--- config.mk ---
export PLATFORM = sky130hd
export DESIGN_NAME = gpc_stream_acc
export DESIGN_NICKNAME = d
export VERILOG_FILES = /design/src/rtl/gpc_stream_acc.sv
export SDC_FILE = /design/constraint.sdc
export NUM_CORES = 1
export LEC_CHECK = 0
export CELL_PAD_IN_SITES_DETAIL_PLACEMENT = 0
export CELL_PAD_IN_SITES_GLOBAL_PLACEMENT = 1
export CORE_ASPECT_RATIO = 0.7
export CORE_MARGIN = 1
export CORE_UTILIZATION = 29
export DETAILED_ROUTE_END_ITERATION = 12
export PLACE_DENSITY = 0.57
export SYNTH_ARGS = -nofsm -noshare
export SYNTH_HDL_FRONTEND = slang
export SYNTH_SLANG_ARGS = --single-unit
--- constraint.sdc ---
create_clock -name clk -period 7.6 [get_ports clk]
set_input_delay 1.52 -clock clk [delete_from_list [all_inputs] [get_ports clk]]
set_output_delay 1.52 -clock clk [all_outputs]
set_load 0.02 [all_outputs]
--- src/rtl/gpc_stream_acc.sv ---
// -----------------------------------------------------------------------------
// gpc_stream_acc
//   Pipelined generalised parallel counter with a valid/ready stream interface.
//   Three input columns carry weights 1, 2 and 4.  Each accepted beat's
//   weighted popcount is either emitted directly or, in accumulate mode,
//   summed across a burst with a saturating accumulator.
//
//   Pipeline:
//     S1  per-column popcounts plus acc_mode / in_last, registered on accept
//     S2  weighted sum, accumulate/saturate, output register (dst, out_sat)
//
// Ports
//   clk        clock, rising edge
//   rst        asynchronous active-high reset
//   in_valid   input beat valid
//   in_ready   input beat accepted when in_valid && in_ready
//   src0       weight-1 bits (N0)
//   src1       weight-2 bits (N1)
//   src2       weight-4 bits (N2)
//   acc_mode   1 = beat belongs to an accumulating burst
//   in_last    final beat of a burst (ignored when acc_mode = 0)
//   out_valid  output beat valid
//   out_ready  output beat consumed when out_valid && out_ready
//   dst        result, zero-extended to ACC_W
//   out_sat    accumulated result was clipped to 2^ACC_W-1
// -----------------------------------------------------------------------------
module gpc_stream_acc #(
   parameter int N0    = 5,
   parameter int N1    = 3,
   parameter int N2    = 1,
   parameter int ACC_W = 8
) (
   input  logic             clk,
   input  logic             rst,
   input  logic             in_valid,
   output logic             in_ready,
   input  logic [N0-1:0]    src0,
   input  logic [N1-1:0]    src1,
   input  logic [N2-1:0]    src2,
   input  logic             acc_mode,
   input  logic             in_last,
   output logic             out_valid,
   input  logic             out_ready,
   output logic [ACC_W-1:0] dst,
   output logic             out_sat
);

   localparam int OUT_W = $clog2(N0 + 2*N1 + 4*N2 + 1);
   localparam int P0_W  = $clog2(N0 + 1);
   localparam int P1_W  = $clog2(N1 + 1);
   localparam int P2_W  = $clog2(N2 + 1);
   localparam int AW1   = ACC_W + 1;

   // Column widths are assumed to be at most 32 bits.
   function automatic logic [31:0] popcount(input logic [31:0] v);
      logic [31:0] c;
      c = '0;
      for (int i = 0; i < 32; i++) begin
         c = c + {31'b0, v[i]};
      end
      return c;
   endfunction

   // x is one bit wider than the accumulator; the top bit flags overflow.
   function automatic logic [ACC_W-1:0] sat_acc(input logic [ACC_W:0] x);
      return x[ACC_W] ? {ACC_W{1'b1}} : x[ACC_W-1:0];
   endfunction

   // S1 state
   logic             s1_valid_q, s1_valid_d;
   logic [P0_W-1:0]  p0_q;
   logic [P1_W-1:0]  p1_q;
   logic [P2_W-1:0]  p2_q;
   logic             s1_acc_q;
   logic             s1_last_q;

   // S2 / output state
   logic             out_valid_q, out_valid_d;
   logic [ACC_W-1:0] dst_q, dst_d;
   logic             out_sat_q, out_sat_d;
   logic [ACC_W-1:0] acc_q, acc_d;
   logic             acc_sat_q, acc_sat_d;

   logic             emitting;
   logic             s1_adv;
   logic             accept;
   logic [OUT_W-1:0] sum;
   logic [ACC_W:0]   acc_ext;
   logic             ovf;

   always_comb begin
      // An absorbing beat only touches the accumulator, so it can always
      // drain from S1 even while the output register is blocked.
      emitting = !s1_acc_q || s1_last_q;
      s1_adv   = s1_valid_q && (!emitting || !out_valid_q || out_ready);
      in_ready = !s1_valid_q || s1_adv;
      accept   = in_valid && in_ready;

      sum      = OUT_W'(p0_q) + OUT_W'({p1_q, 1'b0}) + OUT_W'({p2_q, 2'b00});
      acc_ext  = {1'b0, acc_q} + AW1'(sum);
      ovf      = acc_ext[ACC_W];

      s1_valid_d  = s1_valid_q;
      out_valid_d = out_valid_q;
      dst_d       = dst_q;
      out_sat_d   = out_sat_q;
      acc_d       = acc_q;
      acc_sat_d   = acc_sat_q;

      if (accept) begin
         s1_valid_d = 1'b1;
      end else if (s1_adv) begin
         s1_valid_d = 1'b0;
      end

      if (out_valid_q && out_ready) begin
         out_valid_d = 1'b0;
      end

      if (s1_adv) begin
         if (!s1_acc_q) begin
            dst_d       = ACC_W'(sum);
            out_sat_d   = 1'b0;
            out_valid_d = 1'b1;
         end else if (!s1_last_q) begin
            acc_d     = sat_acc(acc_ext);
            acc_sat_d = acc_sat_q | ovf;
         end else begin
            dst_d       = sat_acc(acc_ext);
            out_sat_d   = acc_sat_q | ovf;
            out_valid_d = 1'b1;
            acc_d       = '0;
            acc_sat_d   = 1'b0;
         end
      end
   end

   // ---- S1 data: captured on accept, qualified by s1_valid_q ----
   always_ff @(posedge clk) begin
      if (accept) begin
         p0_q      <= P0_W'(popcount(32'(src0)));
         p1_q      <= P1_W'(popcount(32'(src1)));
         p2_q      <= P2_W'(popcount(32'(src2)));
         s1_acc_q  <= acc_mode;
         s1_last_q <= in_last;
      end
   end

   // ---- S1 control and S2 / output registers ----
   always_ff @(posedge clk or posedge rst) begin
      if (rst) begin
         s1_valid_q  <= 1'b0;
         out_valid_q <= 1'b0;
         dst_q       <= '0;
         out_sat_q   <= 1'b0;
         acc_q       <= '0;
         acc_sat_q   <= 1'b0;
      end else begin
         s1_valid_q  <= s1_valid_d;
         out_valid_q <= out_valid_d;
         dst_q       <= dst_d;
         out_sat_q   <= out_sat_d;
         acc_q       <= acc_d;
         acc_sat_q   <= acc_sat_d;
      end
   end

   assign out_valid = out_valid_q;
   assign dst       = dst_q;
   assign out_sat   = out_sat_q;

endmodule

==> key figures, run 1 <==
Synth
  – Post-synthesis sequential area ratio: 48.80%
  – Netlist Area Pre-Place: 1518 sq um
  – Mean cell area of the mapped netlist: 11.00 sq um
  – Synth Register Bits: 28
  – YS warnings: 0
  – EDFF count, synth: 8
  – Syn_nets: 166
  – Synth top area share: 32.98%
  – Synth Flop Type: dfrtp_1
  – Yosys top cell by area: dfrtp_1
  – Post-synth ARST share: 71.43%
  – Syn Inst Count: 138
  – Synth top area cells: dfrtp_1 33%, edfxtp_1 16%, fa_1 6.6%
  – Netlist cell types: 35

Floorplanning
  – Die H: 62.53 um
  – I/O pin count: 26
  – Core area: 4913 sq um
  – Die Wd: 88.47 um
  – Die area: 5531 sq um
  – Initial core utilization: 30.89%
  – Site Rows: 21

Route
  – WL final: 3.405 mm
  – Via count: 1126
  – Mean number of vias per cell: 4.853
  – Remaining antenna violation count: 0
  – DRC violations left: 0
  – Drt wl/cell: 14.68 um
  – TritonRoute pass-1 iters: 4
  – Initial drt markers: 105

Timing
  – Achievable Freq: 227.3 MHz
  – Pins Over Slew Limit: 0
  – Final setup fails: 0
  – RSZ-0062 raised after global routing: false
  – Hold Worst Slack: 481.0 ps
  – Headroom to the max-slew limit: 36.99%
  – Fin crit share: 57.88%
  – Setup TNS Final: 0 ps
  – Final setup margin: 3201 ps
  – Tmin final: 4399 ps
  – Final Hold Vio Count: 0
  – Tightest Pin Transition: 945.1 ps
  – Final clock skew: 1.458 ps

Global routing
  – Initial antenna violation count: 0
  – First-pass GRT wire length: 5.561 mm
  – Largest net degree at the start of global routing: 21
  – GRT Total Usage: 13.40%
  – Vias in the first global route: 1079
  – Grt total ovfl: 0

Placed design
  – Gpl congestion: 0.7690
  – IO buf count: 25
  – DP HPWL: 2.557 mm
  – Dpl ws: 3218 ps

Clock tree
  – CTS tree: built
  – Clk sinks: 28
  – CTS Root Cell: clkbuf_8
  – CTS Hold Bufs: 0
  – Worst-Skew Late Latency: 280 ps
  – Setup Buffers After CTS: 0
  – H-tree Lvls: 1
  – Clk buf depth: 2
  – Resize count post-CTS: 0
  – Clk pin slew, worst setup/hold paths: 100 ps
  – CTS buffer count: 3

Power
  – Static leakage: 0.0007834 uW
  – Max VDD drop: 0.1216 mV
  – Cell Pwr Density: 263.2 nW/um^2

Setup path
  – Worst Setup End Kind: primary output
  – Worst-path fanout max: 3
  – CP arrival: 2880 ps
  – Required time worst endpoint: 6080 ps
  – Worst Setup Start Kind: input port
  – Crit path kind: in2out

Cells and area
  – Area growth syn-to-layout: 23.41%
  – Final #Nets: 192
  – Antenna diode count: 0
  – Layout cells sized above 1: 4.294%
  – Final core utilization: 38.12%

Hold path
  – Hold Path Class: reg2reg

Status
  – Outcome: finished, final reports clean

Job
  – Max_cap viols: 0
area by class of cell:
type,count,area [sq um]
Clock buffer,4,45.04
Fill cell,500,3040
Inverter,5,18.77
Multi-Input combinational cell,101,732.0
Sequential cell,28,740.7
Tap cell,69,86.33
Timing Repair Buffer,25,250.2
per-stage QoR:
step                cells  power (uW)  cell area, sq um
finish                232       493.0              1873
global route          232       525.4              1873
CTS                   232       496.4              1873
detailed placement    228       409.3              1828
global placement      228       404.0              1828
floorplan             138       340.5              1518
final timing paths:
path	from	to	slack (ps)	depth (start not counted)
max in group asynchronous	rst	out_valid$_DFF_PP0_	5430	2
hold reg to reg	dst[1]$_DFFE_PP0P_	dst[1]$_DFFE_PP0P_	480	1
min in group asynchronous	rst	dst[6]$_DFFE_PP0P_	1680	2
setup reg to reg	p0_q[2]$_DFFE_PP_	dst[2]$_DFFE_PP0P_	4520	8
setup / recovery	out_ready	in_ready	3200	4
hold / removal	dst[1]$_DFFE_PP0P_	dst[1]$_DFFE_PP0P_	480	1
registers in the layout, summed over array words and instances (netlist names):
name,count
p2_q,1
acc_q,8
s1_valid_q,1
dst,8
acc_sat_q,1
out_valid,1
s1_acc_q,1
p1_q,2
p0_q,3
out_sat,1
s1_last_q,1
worst max-delay path, stage by stage:
cell and delay, ps:
clkdlybuf4s50_1 440, nor2b_1 190, nand3_1 150, clkdlybuf4s50_1 570
layer usage:
metal | track usage (%) | vias to the layer above | routed length, um
met1 | 21.43 | 538 | 1903
met5 | 0 | - | 0
met4 | 1.815 | 0 | 8
li1 | - | 557 | -
met2 | 18.17 | 29 | 1352
met3 | 3.567 | 2 | 140
cell usage in the layout, fill, tap and decap left out, types with 4 or more instances in the layout:
cell type / instances
or4_1: 4
dfrtp_1: 20
o211ai_1: 4
clkdlybuf4s50_1: 25
a21oi_1: 6
nand3_1: 7
ha_1: 8
a22oi_1: 5
edfxtp_1: 8
nor2_1: 6
fa_1: 5
inv_1: 5
a21o_1: 5
o21ai_0: 8
nand2_1: 15
synthesized netlist by cell type, types with 2 or more instances:
cell / instances
dfrtp_1: 20
nand2_1: 15
edfxtp_1: 8
ha_1: 8
o21ai_0: 8
nand3_1: 7
a21oi_1: 6
nor2_1: 6
a21o_1: 5
a22oi_1: 5
fa_1: 5
inv_1: 5
o211ai_1: 4
or4_1: 4
a31oi_1: 3
buf_2: 3
nand2b_1: 3
nor3b_1: 3
nand4_1: 2
o31ai_1: 2
xor2_1: 2
kinds of logic after synthesis:
group | synth area share [%]
compound gates | 15.42
xor+xnor | 1.732
fa+ha+maj | 13.19
buf+inv | 2.968
flops | 48.80
mux | 1.401
simple gates | 16.49
where the power goes:
group | switching, uW | leakage, uW | internal (uW)
combinational | 107 | 0.000422 | 87.7
clock | 49.0 | 0.0000228 | 37.7
sequential | 24.9 | 0.000338 | 187
total | 181 | 0.000783 | 312
Note: power is estimated with default switching activity, not from simulation.
==> run 2: changes to the inputs <==
==> constraint.sdc (replaced) <==
create_clock -name clk -period 4.1 [get_ports clk]
set_input_delay 0.82 -clock clk [delete_from_list [all_inputs] [get_ports clk]]
set_output_delay 0.82 -clock clk [all_outputs]
set_load 0.02 [all_outputs]
==> run 2 against run 1 <==
Effect of this change:
- critical path type unchanged
- first-iteration DRC count shrank 18%
- combinational power grew 83%
- register-to-register slack lost 3200 ps
==> key figures, run 2 (synthesis gave the netlist of run 1 again) <==
Status
  – Outcome: finished, final reports clean

Route
  – Mean number of vias per cell: 4.850 (about the same)
  – Initial drt markers: 86 (-18%)
  – Remaining antenna violation count: 0 (unchanged)
  – Via count: 1130 (+0.36%)
  – Drt wl/cell: 13.70 um (-6.7%)
  – TritonRoute pass-1 iters: 4 (unchanged)
  – WL final: 3.191 mm (-6.3%)
  – DRC violations left: 0 (unchanged)

Clock tree
  – Clk pin slew, worst setup/hold paths: 100 ps (about the same)
  – CTS Root Cell: clkbuf_8
  – Clk buf depth: 2 (unchanged)
  – H-tree Lvls: 1 (unchanged)
  – CTS Hold Bufs: 0 (unchanged)
  – Resize count post-CTS: 0 (unchanged)
  – Setup Buffers After CTS: 0 (unchanged)
  – Clk sinks: 28 (unchanged)
  – CTS tree: built
  – CTS buffer count: 3 (unchanged)
  – Worst-Skew Late Latency: 280 ps (about the same)

Power
  – Cell Pwr Density: 489.0 nW/um^2 (+86%)
  – Max VDD drop: 0.2072 mV (+70%)
  – Power, Total: 924.5 uW (+88%)
  – Static leakage: 0.0007949 uW (+1.5%)

Timing
  – Final setup fails: 0 (unchanged)
  – Headroom to the max-slew limit: 45.16% (+8.2 points)
  – Tightest Pin Transition: 821.8 ps (-123.4 ps)
  – Achievable Freq: 336.4 MHz
  – Pins Over Slew Limit: 0 (unchanged)
  – Setup TNS Final: 0 ps (unchanged)
  – Final Hold Vio Count: 0 (unchanged)
  – Tmin final: 2972 ps
  – RSZ-0062 raised after global routing: false
  – Fin crit share: 72.50%
  – Final clock skew: 5.628 ps (+4.170 ps)

Global routing
  – First-pass GRT wire length: 5.382 mm (-3.2%)
  – Vias in the first global route: 1097 (+1.7%)
  – GRT Total Usage: 12.94% (-0.46 points)
  – Initial antenna violation count: 0 (unchanged)
  – Grt total ovfl: 0 (unchanged)
  – Largest net degree at the start of global routing: 21 (unchanged)

Setup path
  – Slowest cell delay on critical path: 570 ps (about the same)
  – CP bufs+invs: 2 (unchanged)
  – Worst Setup End Kind: primary output
  – CP top delay family: buffers and inverters
  – Worst-path fanout max: 3 (unchanged)
  – Crit path kind: in2out
  – Required time worst endpoint: 3280 ps (-2800 ps)
  – Worst Setup Start Kind: input port
  – Worst-path cell chain: clkdlybuf4s50_1 -> nor2b_1 -> nand3_1 -> clkdlybuf4s50_1
  – CP arrival: 2150 ps (-730 ps)
  – Most used cell along the critical path: clkdlybuf4s50_1
  – Slowest cell on the critical path: clkdlybuf4s50_1

Placed design
  – IO buf count: 25 (unchanged)
  – DP HPWL: 2.368 mm (-7.4%)
  – Gpl congestion: 0.7514 (-2.3%)

Floorplanning
  – Die H: 62.53 um (unchanged)
  – Core area: 4913 sq um (unchanged)
  – Die area: 5531 sq um (unchanged)
  – Die Wd: 88.47 um (unchanged)
  – Initial core utilization: 30.89% (unchanged)
  – Site Rows: 21 (unchanged)
  – I/O pin count: 26 (unchanged)

Cells and area
  – Most common cell after layout, fill and taps aside: clkdlybuf4s50_1
  – Commonest cells after routing, fill and taps aside: 25 x clkdlybuf4s50_1, 20 x dfrtp_1, 15 x nand2_1
  – Area growth syn-to-layout: 24.57%
  – Layout cells sized above 1: 5.488% (+1.2 points)
  – Final #Nets: 193 (+0.52%)
  – Antenna diode count: 0 (unchanged)

Hold path
  – Hold Path Class: reg2reg

Job
  – Max_cap viols: 0 (unchanged)
## run 2: layer usage
| layer | global-route usage, % | vias to the layer above | part of all wire [%] |
|---|---|---|---|
| li1 | - | 554 | - |
| met4 | 2.419 | 0 | 1.1 |
| met3 | 3.963 | 6 | 6.3 |
| met2 | 16.83 | 39 | 39 |
| met5 | 0 | - | 0 |
| met1 | 20.70 | 531 | 53 |
## run 2: final timing paths
check,slack [ps],depth (start not counted),to,start
worst min-delay path,480,2,out_sat$_DFFE_PP0P_,out_sat$_DFFE_PP0P_
worst min register to register,480,2,out_sat$_DFFE_PP0P_,out_sat$_DFFE_PP0P_
min in group asynchronous,1000,2,dst[4]$_DFFE_PP0P_,rst
worst max register to register,1350,8,dst[7]$_DFFE_PP0P_,p0_q[2]$_DFFE_PP_
worst max-delay path,1130,4,in_ready,out_ready
max in group asynchronous,2590,2,acc_q[3]$_DFFE_PP0P_,rst
## run 2: power by group
group | total, uW | internal, uW | leakage, uW | switching, uW
sequential | 393 | 347 | 0.000338 | 45.8
combinational | 355 | 161 | 0.000428 | 194
clock | 177 | 86.1 | 0.0000288 | 90.8
total | 924 | 594 | 0.000795 | 331
## run 2: metrics by stage
step	std cells	util (%)	hold slack, ps	instance area [sq um]	worst slack [ps]
finish	233	38.48	481.8	1891	1128
CTS	233	38.48	491.5	1891	1120
global placement	229	37.36	454.9	1836	1162
floorplan	138	-	450.0	1518	1648
detailed placement	229	37.36	458.4	1836	1130
global route	233	38.48	512.1	1891	983.3
## run 2: layout make-up
| class | count | area, sq um |
|---|---|---|
| clock buffers | 4 | 55.05 |
| fillers | 495 | 3023 |
| inverters | 5 | 18.77 |
| multi-input cells | 101 | 732.0 |
| flip-flops and latches | 28 | 740.7 |
| well taps | 69 | 86.33 |
| repair buffers | 26 | 257.7 |
## run 2: worst min-delay path, delay by kind of cell, from the launching register on
| family | cells | cell delay (ps) |
|---|---|---|
| AND/OR/NAND/NOR | 2 | 100 |
| flip-flops | 1 | 360 |
==> run 3: changes to the inputs <==
--- a/config.mk
+++ b/config.mk
@@ -11,7 +11,7 @@
 export CORE_MARGIN = 1
 export CORE_UTILIZATION = 29
 export DETAILED_ROUTE_END_ITERATION = 12
-export PLACE_DENSITY = 0.57
+export PLACE_DENSITY = 0.59
 export SYNTH_ARGS = -nofsm -noshare
 export SYNTH_HDL_FRONTEND = slang
 export SYNTH_SLANG_ARGS = --single-unit
==> constraint.sdc (replaced) <==
create_clock -name clk -period 2.49 [get_ports clk]
set_input_delay 0.498 -clock clk [delete_from_list [all_inputs] [get_ports clk]]
set_output_delay 0.498 -clock clk [all_outputs]
set_load 0.02 [all_outputs]
==> run 3 against run 2 <==
Effect of this change:
- the run now ends with negative setup slack left
- clock power up 46%
- critical endpoint is now acc_q[7]$_DFFE_PP0P_
- count of clock-buffer cells in the layout down 1
- largest cell class is now multi-input gates
- cell count up 7.3%
- routed wire length up 19%
- global-route usage up 2.1 points
- setup slack worse by 1200 ps
- register-to-register slack worse by 1400 ps
==> key figures, run 3 (synthesis gave the netlist of run 1 again) <==
Setup path
  – Worst-path fanout max: 7 (+4)
  – Slowest cell delay on critical path: 540 ps (-30 ps)
  – CP top delay family: adder cells
  – Most used cell along the critical path: ha_4
  – Worst-path cell chain: fa_1 -> ha_4 -> xor2_4 -> ha_4 -> a21o_1 -> a31oi_1 -> buf_4 -> or4_4 -> nand3_2
  – Slowest cell on the critical path: fa_1
  – CP arrival: 2770 ps (+620 ps)
  – Crit path kind: reg2reg
  – Worst Setup Start Kind: flip-flop
  – Worst Setup End Kind: flip-flop
  – CP bufs+invs: 1 (-1)
  – Required time worst endpoint: 2710 ps (-570 ps)

Clock tree
  – H-tree Lvls: 1 (unchanged)
  – Clk buf depth: 2 (unchanged)
  – CTS Hold Bufs: 0 (unchanged)
  – CTS Root Cell: clkbuf_8
  – Worst-Skew Late Latency: 280 ps (about the same)
  – CTS tree: built
  – Clk sinks: 28 (unchanged)
  – CTS buffer count: 3 (unchanged)
  – Clk pin slew, worst setup/hold paths: 100 ps (about the same)

Route
  – Via count: 1234 (+9.2%)
  – Remaining antenna violation count: 0 (unchanged)
  – Drt wl/cell: 15.24 um (+11%)
  – TritonRoute pass-1 iters: 4 (unchanged)
  – DRC violations left: 0 (unchanged)
  – Initial drt markers: 34 (-60%)
  – WL final: 3.811 mm (+19%)
  – Mean number of vias per cell: 4.936 (+1.8%)

Power
  – Power, Total: 1799 uW (+95%)
  – Static leakage: 0.0009022 uW (+13%)
  – Int Pwr: 1133 uW (+91%)
  – Psw: 666.0 uW (+100%)
  – Combinational Power Share: 49.4% (+11 points)
  – Clk pwr share: 14.3% (-4.8 points)
  – Reg power frac: 36.3% (-6.2 points)
  – Max VDD drop: 0.3662 mV (+77%)
  – Cell Pwr Density: 831.1 nW/um^2 (+70%)
  – Net Sw Frac: 37.03% (+1.3 points)

Job
  – Max_cap viols: 0 (unchanged)

Cells and area
  – Antenna diode count: 0 (unchanged)
  – Final #Nets: 210 (+8.8%)
  – Most common cell after layout, fill and taps aside: clkdlybuf4s50_1
  – Area growth syn-to-layout: 42.62%
  – Layout cells sized above 1: 24.31% (+19 points)
  – Commonest cells after routing, fill and taps aside: 25 x clkdlybuf4s50_1, 20 x dfrtp_1, 15 x nand2_1, 13 x buf_4, 8 x edfxtp_1

Timing
  – Pins Over Slew Limit: 0 (unchanged)
  – Tmin final: 2549 ps
  – Hold Worst Slack: 482.6 ps (+0.7780 ps)
  – Final clock skew: 9.704 ps (+4.076 ps)
  – Achievable Freq: 392.4 MHz
  – Final Hold Vio Count: 0 (unchanged)
  – Tightest Pin Transition: 514.6 ps (-307.1 ps)
  – Final setup fails: 7 (+7)
  – Headroom to the max-slew limit: 65.57% (+20 points)
  – Final setup margin: -58.69 ps (-1186 ps)
  – Fin crit share: 102.4%
  – RSZ-0062 raised after global routing: true

Global routing
  – First-pass GRT wire length: 6.244 mm (+16%)
  – Grt total ovfl: 0 (unchanged)
  – Vias in the first global route: 1259 (+15%)
  – Initial antenna violation count: 0 (unchanged)
  – GRT Total Usage: 14.99% (+2.1 points)
  – Largest net degree at the start of global routing: 21 (unchanged)

Floorplanning
  – Die Wd: 88.47 um (unchanged)
  – Die H: 62.53 um (unchanged)
  – Site Rows: 21 (unchanged)
  – Initial core utilization: 30.89% (unchanged)
  – Die area: 5531 sq um (unchanged)
  – I/O pin count: 26 (unchanged)
  – Core area: 4913 sq um (unchanged)

Placed design
  – Dpl ws: -137.7 ps (-1268 ps)
  – Gpl congestion: 0.8288 (+10%)
  – DP HPWL: 2.686 mm (+13%)
  – IO buf count: 25 (unchanged)

Hold path
  – Hold Path Class: reg2reg

Status
  – Failing checks: negative setup slack
  – Outcome: finished with violations
==> run 3: cell types whose count changed in the layout (fill, tap and decap cells not counted), moves of 3 or more <==
| cell | before | now |
|---|---|---|
| buf_6 | 0 | 5 |
| ha_4 | 0 | 3 |
| buf_4 | 1 | 13 |
| a21oi_1 | 6 | 2 |
| o21ai_1 | 0 | 4 |
| ha_1 | 8 | 5 |
| o21ai_0 | 8 | 2 |
==> run 3: power groups by stage <==
stage	Sequential, uW	Combinational [uW]	Clock, uW
6_report	652	889	258
5_1_grt	664	979	284
4_1_cts	649	789	267
3_5_place_dp	653	682	0
3_3_place_gp	653	669	0
2_1_floorplan	681	359	0
==> run 3: worst paths after layout <==
path                                          from                    to  slack, ps  depth (start not counted)
worst min register to register  dst[1]$_DFFE_PP0P_    dst[1]$_DFFE_PP0P_        480                          1
worst max-delay path             p0_q[2]$_DFFE_PP_  acc_q[7]$_DFFE_PP0P_        -60                          9
min in group asynchronous                      rst  acc_q[2]$_DFFE_PP0P_        550                          3
max in group asynchronous                      rst  acc_q[4]$_DFFE_PP0P_       1700                          3
worst min-delay path            dst[1]$_DFFE_PP0P_    dst[1]$_DFFE_PP0P_        480                          1
worst max register to register   p0_q[2]$_DFFE_PP_  acc_q[7]$_DFFE_PP0P_        -60                          9
==> run 3: layer usage <==
| metal | global-route usage, % | part of all wire, % | vias up |
|---|---|---|---|
| met5 | 0 | 0 | - |
| met4 | 3.024 | 0.97 | 0 |
| met3 | 3.699 | 3.4 | 4 |
| met2 | 22.98 | 46 | 27 |
| met1 | 21.40 | 50 | 613 |
| li1 | - | - | 590 |
==> run 3: metrics by stage <==
step | setup TNS [ps] | util [%] | std cells | area (sq um)
after floorplan | 0 | - | 138 | 1518
after global placement | -74.20 | 39.04 | 240 | 1918
after detailed placement | -1354 | 39.04 | 240 | 1918
after CTS | -30.14 | 42.09 | 247 | 2068
after global routing | -1792 | 44.05 | 250 | 2165
final | -143.6 | 44.05 | 250 | 2165
==> run 3: layout make-up <==
class | instances | area [sq um]
fill | 483 | 2749
multi-input combinational | 101 | 869.6
sequential | 28 | 740.7
timing repair buffer | 43 | 404.1
tap | 69 | 86.33
clock buffer | 3 | 41.29
inverter | 5 | 18.77
clock inverter | 1 | 3.754
==> run 3: worst register-to-register path, stage by stage, from the launching register on <==
cell	delay [ps]
edfxtp_1	410
fa_1	540
ha_4	200
xor2_4	170
ha_4	290
a21o_1	110
a31oi_1	40
buf_4	160
or4_4	490
nand3_2	80
==> run 3: repair_timing <==
action | CTS | global route
buffers inserted | 3 | 3
gates resized for setup | 14 | 20
setup endpoints to repair | 18 | 17
hold endpoints to repair | 0 | 0
pin swaps | 10 | 10
==> RTL change 1: new RTL, config.mk and constraints of run 3 <==
Reset style: synchronous (`rst`), changed in one clocked block. Comments in the files are not updated.
--- a/src/rtl/gpc_stream_acc.sv
+++ b/src/rtl/gpc_stream_acc.sv
@@ -149,3 +149,3 @@
    // ---- S1 control and S2 / output registers ----
-   always_ff @(posedge clk or posedge rst) begin
+   always_ff @(posedge clk) begin
       if (rst) begin
Formal check against the unedited RTL: differs if rst is asserted again (counterexample within 4 cycles, from zero or initial values and one cycle with rst high); with rst held inactive, the same outputs for 4 cycles.
==> RTL change 1 against run 3 <==
  * The flow still finishes with violations (negative setup slack)
  * Wire length is 15% higher
  * Sequential share of layout area is 5.4 points lower
  * Design area is 2.7% higher
  * Sequential cell count stayed put
  * Synthesized cell count is 15% higher
  * Synthesized area is 4.0% higher
  * Worst setup slack worse by 83 ps
  * Core utilization is 1.6 points lower
  * Count of clock-buffer cells in the layout is 1 higher
  * Fmax is 3.1% lower
Power is not compared: it rests on default switching activity, and its combinational part moved more than twofold at a synthesized area within 25%.
==> RTL change 1: results (changes against run 3) <==
| Parameter | Reported | vs run 3 |
|---|---|---|
| Inverters | 8 | +3 |
| Unique cell type count in the Yosys netlist | 44 | +26% |
| Maximum number of pins on one net before global-route repair | 16 | -24% |
| Die footprint | 5740 um^2 | +3.8% |
| Post-Place Cell Area | 1990 um^2 | +3.7% |
| Number of nets produced by synthesis | 187 | +13% |
| Worst reg2reg startpoint | p2_q$_DFFE_PP_ |  |
| Result of the run | finished with violations |  |
| Vias in the first global route | 1,362 | +8.2% |
| Hold Crit Endpoint | acc_q[0]$_SDFFE_PP0P_ |  |
| Post-layout worst setup margin | -141 ps | -82.6 ps |
| Post-CTS setup-driven buffer insertion count | 2 | -1 |
| Routed length per instance | 16.2 um | +6.2% |
| Share of final layout cell area taken by non-clock buffers | 17.5% | -1.2 points |
| Async SR Flop Fraction | 0% | -71 points |
| Syn Inst Count | 159 | +15% |
| Maximum net fanout on the critical path | 6 | -1 |
| Multi-input combinational cell count | 115 | +14% |
| Fraction of area in multi-input gates | 45.8% | +5.6 points |
| Sequential cell count | 28 | unchanged |
| Proportion of synthesized chip area in sequential cells | 40.6% | -8.2 points |
| Total non-filler cell area in the finished layout | 2220 um^2 | +2.7% |
| Initial DRC count | 57 | +68% |
| Setup TNS | -1110 ps | -964 ps |
| Sequential share of cell area | 28.8% | -5.4 points |
| Worst setup skew after layout | 8.15 ps | -1.55 ps |
| Failing checks | negative setup slack |  |
| Combined global-route utilization of all metal layers | 15.6% | +0.66 points |
| Dpl hpwl | 3.11 mm | +16% |
| Fraction of final layout cells with drive strength greater than 1 | 24.2% | -0.067 points |
| Leading cell types by count after synthesis | 20 x dfxtp_1, 13 x a21oi_1, 11 x nand2_1 |  |
| Final number of setup-violating endpoints | 14 | +7 |
| Hold path startpoint | acc_q[0]$_SDFFE_PP0P_ |  |
| Detailed-route vias per instance | 5.09 | +3.1% |
| Setup slack at placement | -147 ps | -9.59 ps |
| Setup crit end | acc_q[7]$_SDFFE_PP0P_ |  |
| Final hold slack | 460 ps | -22.4 ps |
| Clk tree area frac | 2.48% | +0.40 points |
| Post-cts gate resize count | 16 | +2 |
| Net count reported at finish | 227 | +8.1% |
| Delay contributed by the slowest stage of the critical path | 590 ps | +50 ps |
| CP arrival | 2800 ps | +30 ps |
| Hold path cells | 2 | +1 |
| Biggest area contributors in the synthesized netlist | dfxtp_1 25%, edfxtp_1 15%, fa_1 6.3% |  |
[RTL change 1: cell count changes in the layout (fill, tap and decap cells not counted), sizes merged, moves of 3 or more]
cell    change
nand3b      +5
dfxtp      +20
a21oi       +7
o41ai       +3
a22oi       -4
inv         +3
nand2       -5
o211a       +3
dfrtp      -20
or4         -4
a21o        -3
[RTL change 1: kinds of logic (layout without fill, tap and decap cells)]
kind of cell / after synthesis / after routing / synth area share [%]
flip-flops: 28 / 28 / 40.6
AO/OA/AOI/OAI: 45 / 46 / 19.5
buffers and inverters: 17 / 55 / 5.47
AND/OR/NAND/NOR: 50 / 50 / 18.0
multiplexers: 4 / 4 / 2.62
adder cells (fa/ha/maj): 13 / 13 / 12.7
XOR/XNOR: 2 / 2 / 1.11
[RTL change 1: metal layers]
metal	GRT usage, %	part of all wire, %	vias up	wire length [um]
met2	22.0	42	27	1820
met3	2.05	2.8	4	123
met5	0	0	-	0
met1	24.4	55	676	2390
met4	4.44	0.85	0	37
li1	-	-	667	-
==> RTL change 2: new RTL, config.mk and constraints of run 3 <==
Made on the original files. Change the parameter `N1` from 3 to 2.
--- a/src/rtl/gpc_stream_acc.sv
+++ b/src/rtl/gpc_stream_acc.sv
@@ -28,3 +28,3 @@
    parameter int N0    = 5,
-   parameter int N1    = 3,
+   parameter int N1    = 2,
    parameter int N2    = 1,
Ports: changed (resized src1); port bits go from 26 to 25. The function was not compared with the original's and may differ.
==> RTL change 2 against run 3 <==
  * The flow still finishes with violations (negative setup slack)
  * Synthesized area is 0.49% lower
  * Total power increased by 1.6%
  * Clock power grew 43%
  * Worst setup slack improved by 33 ps
  * Count of clock-buffer cells in the layout is the same
  * Sequential cell count stayed put
  * Critical path depth did not move
  * Design area is 1.7% lower
  * Synthesized cell count is the same
  * Global-route usage shrank 0.76 points
  * Wire length shrank 2.8%
  * Sequential power hardly changed
==> RTL change 2: results (changes against run 3) <==
| Parameter | Reported | vs run 3 |
|---|---|---|
| Final GP Congestion | 0.882 | +6.4% |
| Switching power share of the total | 34.8% | -2.3 points |
| Static Leak | 0.000890 uW | -1.4% |
| Parity-gate share of the synthesized area counting xor and xnor cells | 1.74% | +0.0086 points |
| Dpl hpwl | 2.62 mm | -2.6% |
| Met3 capacity usage during global routing | 3.17% | -0.53 points |
| Part of the power in combinational logic | 44.2% | -5.2 points |
| Final hold slack | 486 ps | +3.04 ps |
| Routed wl met2 | 1.69 mm | -3.2% |
| Total Routed Length | 3.70 mm | -2.8% |
| Combined global-route utilization of all metal layers | 14.2% | -0.76 points |
| Worst setup skew after layout | 6.11 ps | -3.60 ps |
| Post-cts gate resize count | 4 | -10 |
| Reg power frac | 35.7% | -0.6 points |
| Net count reported at finish | 206 | -1.9% |
| Peak ir drop on the vdd network | 306 uV | -16% |
| Failing checks | negative setup slack |  |
| Fraction of final layout cells with drive strength greater than 1 | 21.3% | -3.0 points |
| CP arrival | 2740 ps | -30 ps |
| Total vias in the final route | 1,216 | -1.5% |
| Setup slack at placement | -77.6 ps | +60.0 ps |
| Setup TNS | -40.9 ps | +103 ps |
| Result of the run | finished with violations |  |
| Actual slew at the worst max-slew pin | 640 ps | +125 ps |
| Met1 usage in global routing | 21.2% | -0.21 points |
| Initial DRC count | 62 | +82% |
| Post-CTS setup-driven buffer insertion count | 2 | -1 |
| Number of nets produced by synthesis | 165 | -0.60% |
| Leading cell types by count after synthesis | 20 x dfrtp_1, 15 x nand2_1, 9 x ha_1 |  |
| Met3 wire length | 159 um | +24% |
| Count of input and output buffers | 24 | -4.0% |
| Fraction of the mapped netlist area in adder cells | 12.8% | -0.43 points |
| Post-layout worst setup margin | -25.8 ps | +32.9 ps |
| Biggest area contributors in the synthesized netlist | dfrtp_1 33%, edfxtp_1 16%, ha_1 7.5% |  |
| Detailed-route vias per instance | 4.92 | -0.26% |
| Final number of setup-violating endpoints | 2 | -5 |
| Compound-gate portion of the synthesized area | 15.5% | +0.077 points |
| Wire length of the first global-routing pass | 5.99 mm | -4.1% |
RTL change 2: final cells by class:
class | count | area (um^2)
clock buffers | 3 | 41.3
clock inverters | 1 | 30.0
fillers | 483 | 2760
inverters | 5 | 18.8
multi-input cells | 101 | 838
flip-flops and latches | 28 | 741
well taps | 69 | 86.3
repair buffers | 40 | 372
RTL change 2: final timing paths:
kind | start | end | cells after the start
min in group asynchronous | rst | dst[1]$_DFFE_PP0P_ | 3
setup / recovery | p0_q[2]$_DFFE_PP_ | acc_q[7]$_DFFE_PP0P_ | 9
hold reg to reg | out_sat$_DFFE_PP0P_ | out_sat$_DFFE_PP0P_ | 2
setup reg to reg | p0_q[2]$_DFFE_PP_ | acc_q[7]$_DFFE_PP0P_ | 9
max in group asynchronous | rst | acc_q[3]$_DFFE_PP0P_ | 3
hold / removal | out_sat$_DFFE_PP0P_ | out_sat$_DFFE_PP0P_ | 2
